`src/rtl/hazard_if.sv`:
```
// hazard_if: bundles the signals exchanged between the pipeline datapath
// and the hazard control unit.
//   master : pipeline side; drives ID/EX/MEM status and consumes the controls
//   slave  : hazard control unit; consumes status and drives the controls
// Status : id_rs1, id_rs2, id_rs1_used, id_rs2_used, ex_rd, ex_mem_read,
//          ex_branch_taken, mem_req, mem_ready
// Control: stall, flush, pc_write_en, if_id_write_en
interface hazard_if #(
  parameter int REG_ADDR_W = 5
);
  logic [REG_ADDR_W-1:0] id_rs1;
  logic [REG_ADDR_W-1:0] id_rs2;
  logic                  id_rs1_used;
  logic                  id_rs2_used;
  logic [REG_ADDR_W-1:0] ex_rd;
  logic                  ex_mem_read;
  logic                  ex_branch_taken;
  logic                  mem_req;
  logic                  mem_ready;
  logic                  stall;
  logic                  flush;
  logic                  pc_write_en;
  logic                  if_id_write_en;

  modport master (
    output id_rs1, id_rs2, id_rs1_used, id_rs2_used, ex_rd, ex_mem_read,
           ex_branch_taken, mem_req, mem_ready,
    input  stall, flush, pc_write_en, if_id_write_en
  );

  modport slave (
    input  id_rs1, id_rs2, id_rs1_used, id_rs2_used, ex_rd, ex_mem_read,
           ex_branch_taken, mem_req, mem_ready,
    output stall, flush, pc_write_en, if_id_write_en
  );
endinterface

```
`src/rtl/hazard_control_unit.sv`:
```
// hazard_control_unit: stall/flush generation for the decode stage.
//   - load-use hazard: one-cycle bubble (stall, PC and IF/ID frozen)
//   - taken branch   : flush held for FLUSH_CYCLES cycles
//   - memory wait    : pipeline frozen until the data memory is ready
// Ports:
//   clk, rst : clock and asynchronous active-high reset
//   hif      : hazard_if.slave (ID/EX/MEM status in, stall/flush/enables out)
//   stall_cycles, flush_events : saturating statistics counters, present only
//                                when HAZARD_STATS_EN is defined
// Optional feature macro: HAZARD_STATS_EN
// All controls are combinational from the state and current inputs, and are
// forced to 0 while rst is high.
module hazard_control_unit #(
  parameter int REG_ADDR_W   = 5,
  parameter int FLUSH_CYCLES = 2
`ifdef HAZARD_STATS_EN
  ,
  parameter int CNT_W        = 16
`endif
) (
  input  logic clk,
  input  logic rst,
  hazard_if.slave hif
`ifdef HAZARD_STATS_EN
  ,
  output logic [CNT_W-1:0] stall_cycles,
  output logic [CNT_W-1:0] flush_events
`endif
);

  localparam int FCW = $clog2(FLUSH_CYCLES + 1);
  localparam logic [FCW-1:0] FLUSH_RELOAD = FCW'(FLUSH_CYCLES - 1);
  localparam logic [REG_ADDR_W-1:0] REG_ZERO = '0;

  typedef enum logic [1:0] {RUN, FLUSH, MEM_WAIT} state_t;

  state_t         state_reg, state_next;
  logic [FCW-1:0] flush_cnt_reg, flush_cnt_next;

  logic load_use;
  logic mem_wait;
  logic stall_c;
  logic flush_c;
  logic we_c;
  logic branch_accept;

  // x0 is hard-wired zero, so a load targeting it never creates a hazard.
  assign load_use = hif.ex_mem_read && (hif.ex_rd != REG_ZERO) &&
                    ((hif.id_rs1_used && (hif.id_rs1 == hif.ex_rd)) ||
                     (hif.id_rs2_used && (hif.id_rs2 == hif.ex_rd)));

  assign mem_wait = hif.mem_req && !hif.mem_ready;

  always_ff @(posedge clk or posedge rst) begin
    if (rst) begin
      state_reg     <= RUN;
      flush_cnt_reg <= '0;
    end else begin
      state_reg     <= state_next;
      flush_cnt_reg <= flush_cnt_next;
    end
  end

  always_comb begin
    state_next     = state_reg;
    flush_cnt_next = flush_cnt_reg;
    stall_c        = 1'b0;
    flush_c        = 1'b0;
    we_c           = 1'b1;
    branch_accept  = 1'b0;

    case (state_reg)
      FLUSH: begin
        if (mem_wait) begin
          // The freeze wins; the outstanding flush count is dropped.
          stall_c        = 1'b1;
          we_c           = 1'b0;
          state_next     = MEM_WAIT;
          flush_cnt_next = '0;
        end else begin
          // load_use is deliberately ignored: the ID contents are squashed.
          flush_c = 1'b1;
          if (hif.ex_branch_taken) begin
            branch_accept  = 1'b1;
            flush_cnt_next = FLUSH_RELOAD;
          end else if (flush_cnt_reg <= FCW'(1)) begin
            state_next     = RUN;
            flush_cnt_next = '0;
          end else begin
            flush_cnt_next = flush_cnt_reg - FCW'(1);
          end
        end
      end

      RUN, MEM_WAIT: begin
        if (state_reg == MEM_WAIT && !hif.mem_ready) begin
          stall_c = 1'b1;
          we_c    = 1'b0;
        end else begin
          // The mem_ready cycle of MEM_WAIT behaves exactly like RUN.
          state_next     = RUN;
          flush_cnt_next = '0;
          if (mem_wait) begin
            // EX is held, so any taken branch is re-presented later.
            stall_c    = 1'b1;
            we_c       = 1'b0;
            state_next = MEM_WAIT;
          end else if (hif.ex_branch_taken) begin
            flush_c       = 1'b1;
            branch_accept = 1'b1;
            if (FLUSH_CYCLES > 1) begin
              state_next     = FLUSH;
              flush_cnt_next = FLUSH_RELOAD;
            end
          end else if (load_use) begin
            // Single bubble: it clears ex_mem_read on the next cycle.
            stall_c = 1'b1;
            we_c    = 1'b0;
          end
        end
      end

      default: begin
        state_next     = RUN;
        flush_cnt_next = '0;
      end
    endcase
  end

  assign hif.stall          = stall_c && !rst;
  assign hif.flush          = flush_c && !rst;
  assign hif.pc_write_en    = we_c && !rst;
  assign hif.if_id_write_en = we_c && !rst;

`ifdef HAZARD_STATS_EN
  always_ff @(posedge clk or posedge rst) begin
    if (rst) begin
      stall_cycles <= '0;
      flush_events <= '0;
    end else begin
      if (stall_c && (stall_cycles != '1)) begin
        stall_cycles <= stall_cycles + CNT_W'(1);
      end
      if (branch_accept && (flush_events != '1)) begin
        flush_events <= flush_events + CNT_W'(1);
      end
    end
  end
`endif

endmodule

```
`src/flat_wrapper.sv`:
```
// flat-port wrapper written by rule: the top's interface ports become plain ports
module hazard_control_unit_flat 
#(
  parameter int REG_ADDR_W   = 5,
  parameter int FLUSH_CYCLES = 2

)
  (clk, rst, hif_id_rs1, hif_id_rs2, hif_id_rs1_used, hif_id_rs2_used, hif_ex_rd, hif_ex_mem_read, hif_ex_branch_taken, hif_mem_req, hif_mem_ready, hif_stall, hif_flush, hif_pc_write_en, hif_if_id_write_en);
  hazard_if #(.REG_ADDR_W(REG_ADDR_W)) hif_i ();
  input  logic clk;
  input  logic rst;
  input wire logic [$bits(hif_i.id_rs1)-1:0] hif_id_rs1;
  input wire logic [$bits(hif_i.id_rs2)-1:0] hif_id_rs2;
  input wire logic [$bits(hif_i.id_rs1_used)-1:0] hif_id_rs1_used;
  input wire logic [$bits(hif_i.id_rs2_used)-1:0] hif_id_rs2_used;
  input wire logic [$bits(hif_i.ex_rd)-1:0] hif_ex_rd;
  input wire logic [$bits(hif_i.ex_mem_read)-1:0] hif_ex_mem_read;
  input wire logic [$bits(hif_i.ex_branch_taken)-1:0] hif_ex_branch_taken;
  input wire logic [$bits(hif_i.mem_req)-1:0] hif_mem_req;
  input wire logic [$bits(hif_i.mem_ready)-1:0] hif_mem_ready;
  output wire logic [$bits(hif_i.stall)-1:0] hif_stall;
  output wire logic [$bits(hif_i.flush)-1:0] hif_flush;
  output wire logic [$bits(hif_i.pc_write_en)-1:0] hif_pc_write_en;
  output wire logic [$bits(hif_i.if_id_write_en)-1:0] hif_if_id_write_en;
  assign hif_i.id_rs1 = hif_id_rs1;
  assign hif_i.id_rs2 = hif_id_rs2;
  assign hif_i.id_rs1_used = hif_id_rs1_used;
  assign hif_i.id_rs2_used = hif_id_rs2_used;
  assign hif_i.ex_rd = hif_ex_rd;
  assign hif_i.ex_mem_read = hif_ex_mem_read;
  assign hif_i.ex_branch_taken = hif_ex_branch_taken;
  assign hif_i.mem_req = hif_mem_req;
  assign hif_i.mem_ready = hif_mem_ready;
  assign hif_stall = hif_i.stall;
  assign hif_flush = hif_i.flush;
  assign hif_pc_write_en = hif_i.pc_write_en;
  assign hif_if_id_write_en = hif_i.if_id_write_en;
  hazard_control_unit #(.REG_ADDR_W(REG_ADDR_W), .FLUSH_CYCLES(FLUSH_CYCLES)) u_core (.clk(clk), .rst(rst), .hif(hif_i));
endmodule
```
`config.mk`:
```
export PLATFORM = sky130hd
export DESIGN_NAME = hazard_control_unit_flat
export DESIGN_NICKNAME = d
export VERILOG_FILES = /design/src/rtl/hazard_if.sv /design/src/rtl/hazard_control_unit.sv /design/src/flat_wrapper.sv
export SDC_FILE = /design/constraint.sdc
export NUM_CORES = 1
export LEC_CHECK = 0
export BUFFER_PORTS_ARGS = -buffer_cell sky130_fd_sc_hd__buf_2
export CELL_PAD_IN_SITES_DETAIL_PLACEMENT = 1
export CELL_PAD_IN_SITES_GLOBAL_PLACEMENT = 1
export CORE_MARGIN = 3
export CORE_UTILIZATION = 22
export DETAILED_ROUTE_END_ITERATION = 7
export PLACE_DENSITY = 0.71
export SYNTH_ARGS = -nofsm -noshare
export SYNTH_HDL_FRONTEND = slang
export SYNTH_SLANG_ARGS = --single-unit
```
`constraint.sdc`:
```
create_clock -name clk -period 1.4 [get_ports clk]
set_input_delay 0.28 -clock clk [delete_from_list [all_inputs] [get_ports clk]]
set_output_delay 0.28 -clock clk [all_outputs]
set_load 0.005 [all_outputs]
```
==> impl_metrics.json <==
{
  "timing.critical_path.cells": "buf_6 -> xor2_1 -> nor4_2 -> a32oi_1 -> o31a_1 -> buf_2",
  "report.final.slew_viol_count": 0,
  "multiInputGateArea_um2": 287.8,
  "crit_path_max_incr_delay_ps": 260,
  "hold_fails_final_rpt": 0,
  "worst_setup_path_end_kind": "output pin",
  "finalCriticalPeriod_ps": 1616,
  "detailed_route_wl_um": 1284,
  "grt_max_degree": 5,
  "drive_gt1_share_pct": 54.55,
  "cts.root.buffer_cell": "sky130_fd_sc_hd__clkbuf_4",
  "fmaxAchievable_mhz": 618.8,
  "hold_path_class": "input pin to async pin",
  "dpl-instance-area_um2": 573.1,
  "grt_remaining_overflow": 0,
  "synth_sequential_area_ratio_pct": 26.49,
  "design.final.nets": 113,
  "vdd_ir_drop_max_mv": 0.2095,
  "critPathMaxFanout": 2,
  "first_global_vias": 503,
  "grt_util_met1_pct": 10.38,
  "cp.buffers_inverters": 2,
  "globalRoute.busiestLayer": "met2",
  "ctsHtreeMaxLevel": 1,
  "layout.cell_area.non_filler_um2": 690.7,
  "setup_ws_ps": -216.0,
  "design.die.area_um2": 2251,
  "cell_internal_pwr_uw": 319.7,
  "final.period_utilization_pct": 115.4,
  "cts_buffer_depth": 2,
  "cp.arrival_ps": 1340,
  "routed_wire_length_per_instance_um": 12.35,
  "post_route_ant_nets": 0,
  "clk_transition_reported_paths_ps": 30,
  "floorplan_core_area_um2": 1559,
  "cts_num_sinks": 4,
  "power_density_nw_per_um2": 651.7,
  "synth_area_um2": 377.9,
  "antennaDiodeCount": 0,
  "unrepaired_setup_endpoints_after_global_routing": "true",
  "failed_checks": "negative setup slack",
  "seq_area_um2": 100.1,
  "critical_path_class": "input pin to output pin",
  "cp.required_ps": 1120,
  "grt_util_all_layers_pct": 11.73,
  "globalRouteMet2Util_pct": 23.26,
  "post-place-ws_ps": -263.6,
  "detailedRoute.firstIterationViolations": 3,
  "cpLargestDelayFamily": "compound AO/OA/AOI/OAI gates",
  "fp-row-count": 14,
  "clk-insertion-delay-late_ps": 240,
  "synth-seq-cells": 4,
  "p_clk_share_pct": 31.7,
  "layout.cells.non_filler": 104,
  "cp-start-kind": "input pin",
  "tightest_slew_ps": 229.5,
  "seqPwrFrac_pct": 28.9,
  "combinationalPowerShare_pct": 39.3,
  "grt_first_pass_wirelength_um": 1800,
  "netSwitchingPower_uw": 130.4,
  "die_height_um": 47.45,
  "mappedNetlistNets": 71,
  "synth.lib_cells_used.distinct": 22,
  "mean_area_per_synthesized_cell_um2": 7.872,
  "detail_route.vias_per_cell": 4.740,
  "total_of_max_cap_violations": 0,
  "synth_cells": 48,
  "post-route-util_pct": 44.30,
  "timing.slew.headroom_pct": 84.56,
  "syn_to_final_growth_pct": 82.78,
  "min_hold_slack_ps": 76.73,
  "p_leak_nw": 0.3440,
  "firstDrtPassIters": 4,
  "report.power.total_uw": 450.1,
  "cts_tree": "yes",
  "finalSetupViolCount": 4,
  "initial_core_util_pct": 24.24,
  "fin_worst_skew_ps": 6.698,
  "fillers": 199,
  "floorplan_die_width_um": 47.45,
  "io_buffers": 26,
  "synth-warning-count": 0,
  "groute.layer.met3.usage_pct": 1.880,
  "setup-tns-final_ps": -720.2,
  "globalplace.congestion": 0.7677,
  "route.vias.total": 493,
  "initial_antenna_violation_count": 0,
  "timing.critical_path.slowest_stage_cell": "sky130_fd_sc_hd__nor4_2",
  "netSwitchingFraction_pct": 28.97,
  "drc": 0,
  "status": "complete, but fails checks",
  "place_inst": 96,
  "tritoncts.num_buffers": 3,
  "num_io_pins": 27,
  "place.detailed.hpwl_um": 1023
}
[kinds of logic after synthesis]
logic type | share of synthesized area [%]
flops | 26.49
compound gates | 14.90
xor+xnor | 23.18
simple gates | 30.47
buf+inv | 4.967
[cell type report]
class                      instances  share of cell area, %
clock buffer                       3                  3.261
inverter                           3                  1.630
multi-input combinational         40                  41.67
sequential                         4                  14.49
tap                               16                  2.899
timing repair buffer              38                  36.05
[worst reg2reg max path: stages, from the launching register on]
cell	delay [ps]
sky130_fd_sc_hd__dfrtp_1	410
sky130_fd_sc_hd__buf_6	140
sky130_fd_sc_hd__buf_4	120
sky130_fd_sc_hd__buf_4	130
sky130_fd_sc_hd__nor2_1	140
sky130_fd_sc_hd__nand2_1	70
sky130_fd_sc_hd__o21ai_0	70
sky130_fd_sc_hd__and2_1	150
[path summary, 6_finish.rpt]
path / endpoint / depth (start not counted) / from / slack [ps]
worst max-delay path: hif_pc_write_en / 6 / hif_id_rs2[4] / -220
worst min-delay path: u_core.flush_cnt_reg[1]$_DFFE_PP0P_ / 3 / rst / 80
worst max register to register: u_core.flush_cnt_reg[1]$_DFFE_PP0P_ / 7 / u_core.state_reg[0]$_DFFE_PP0P_ / 100
worst min register to register: u_core.flush_cnt_reg[1]$_DFFE_PP0P_ / 1 / u_core.flush_cnt_reg[1]$_DFFE_PP0P_ / 530
max in group asynchronous: u_core.state_reg[1]$_DFFE_PP0P_ / 3 / rst / 750
min in group clk: u_core.state_reg[1]$_DFFE_PP0P_ / 2 / hif_mem_ready / 260
[placed cells by master, fill, tap and decap left out, drive strengths merged]
master	count
buf	37
xor2	8
nor2	5
dfrtp	4
nand2	4
nand2b	3
inv	3
clkbuf	3
o21ai	3
xnor2	2
nand3	2
and2	2
a21oi	2
nor4	2
nand4b	1
a32oi	1
or4	1
o31ai	1
nor3	1
o31a	1
a31oi	1
dlygate4sd3	1
[layer usage]
| layer | wire, um | up-vias | part of all wire [%] |
|---|---|---|---|
| li1 | - | 245 | - |
| met1 | 471 | 226 | 37 |
| met2 | 713 | 22 | 56 |
| met3 | 100 | 0 | 7.8 |
| met4 | 0 | 0 | 0 |
| met5 | 0 | - | 0 |
[cells in the mapped netlist]
master | number | share of area, %
sky130_fd_sc_hd__a21oi_1 | 2 | 2.6
sky130_fd_sc_hd__and2_0 | 1 | 1.7
sky130_fd_sc_hd__dfrtp_1 | 4 | 26
sky130_fd_sc_hd__nor2_1 | 5 | 5.0
sky130_fd_sc_hd__o31a_1 | 1 | 2.3
sky130_fd_sc_hd__buf_4 | 1 | 2.0
sky130_fd_sc_hd__o21ai_0 | 3 | 4.0
sky130_fd_sc_hd__xnor2_1 | 2 | 4.6
sky130_fd_sc_hd__nor4_2 | 1 | 3.3
sky130_fd_sc_hd__nor4_1 | 1 | 1.7
sky130_fd_sc_hd__nand3_1 | 2 | 2.6
sky130_fd_sc_hd__xor2_1 | 8 | 19
sky130_fd_sc_hd__a31oi_1 | 1 | 1.7
sky130_fd_sc_hd__nand2b_1 | 3 | 5.0
sky130_fd_sc_hd__nand4b_1 | 1 | 2.3
sky130_fd_sc_hd__o31ai_1 | 1 | 2.0
sky130_fd_sc_hd__nor3_1 | 1 | 1.3
sky130_fd_sc_hd__or4_1 | 1 | 2.0
sky130_fd_sc_hd__a32oi_1 | 1 | 2.3
sky130_fd_sc_hd__inv_1 | 3 | 3.0
sky130_fd_sc_hd__and2_1 | 1 | 1.7
sky130_fd_sc_hd__nand2_1 | 4 | 4.0
[what timing repair did]
item / CTS / global route
pin swaps: 6 / 2
hold buffers: 1 / 0
resized for setup: 12 / 5
endpoints found under the hold margin: 2 / 0
setup endpoints to repair: 4 / 6
setup buffers: 4 / 1
[power groups by stage]
stage | registers [mW] | logic [mW] | clock network, mW
after floorplan | 0.132 | 0.0603 | 0
after global placement | 0.130 | 0.136 | 0
after detailed placement | 0.130 | 0.140 | 0
after CTS | 0.129 | 0.169 | 0.147
after global routing | 0.131 | 0.195 | 0.156
final | 0.130 | 0.177 | 0.143
Note: power is estimated with default switching activity, not from simulation.
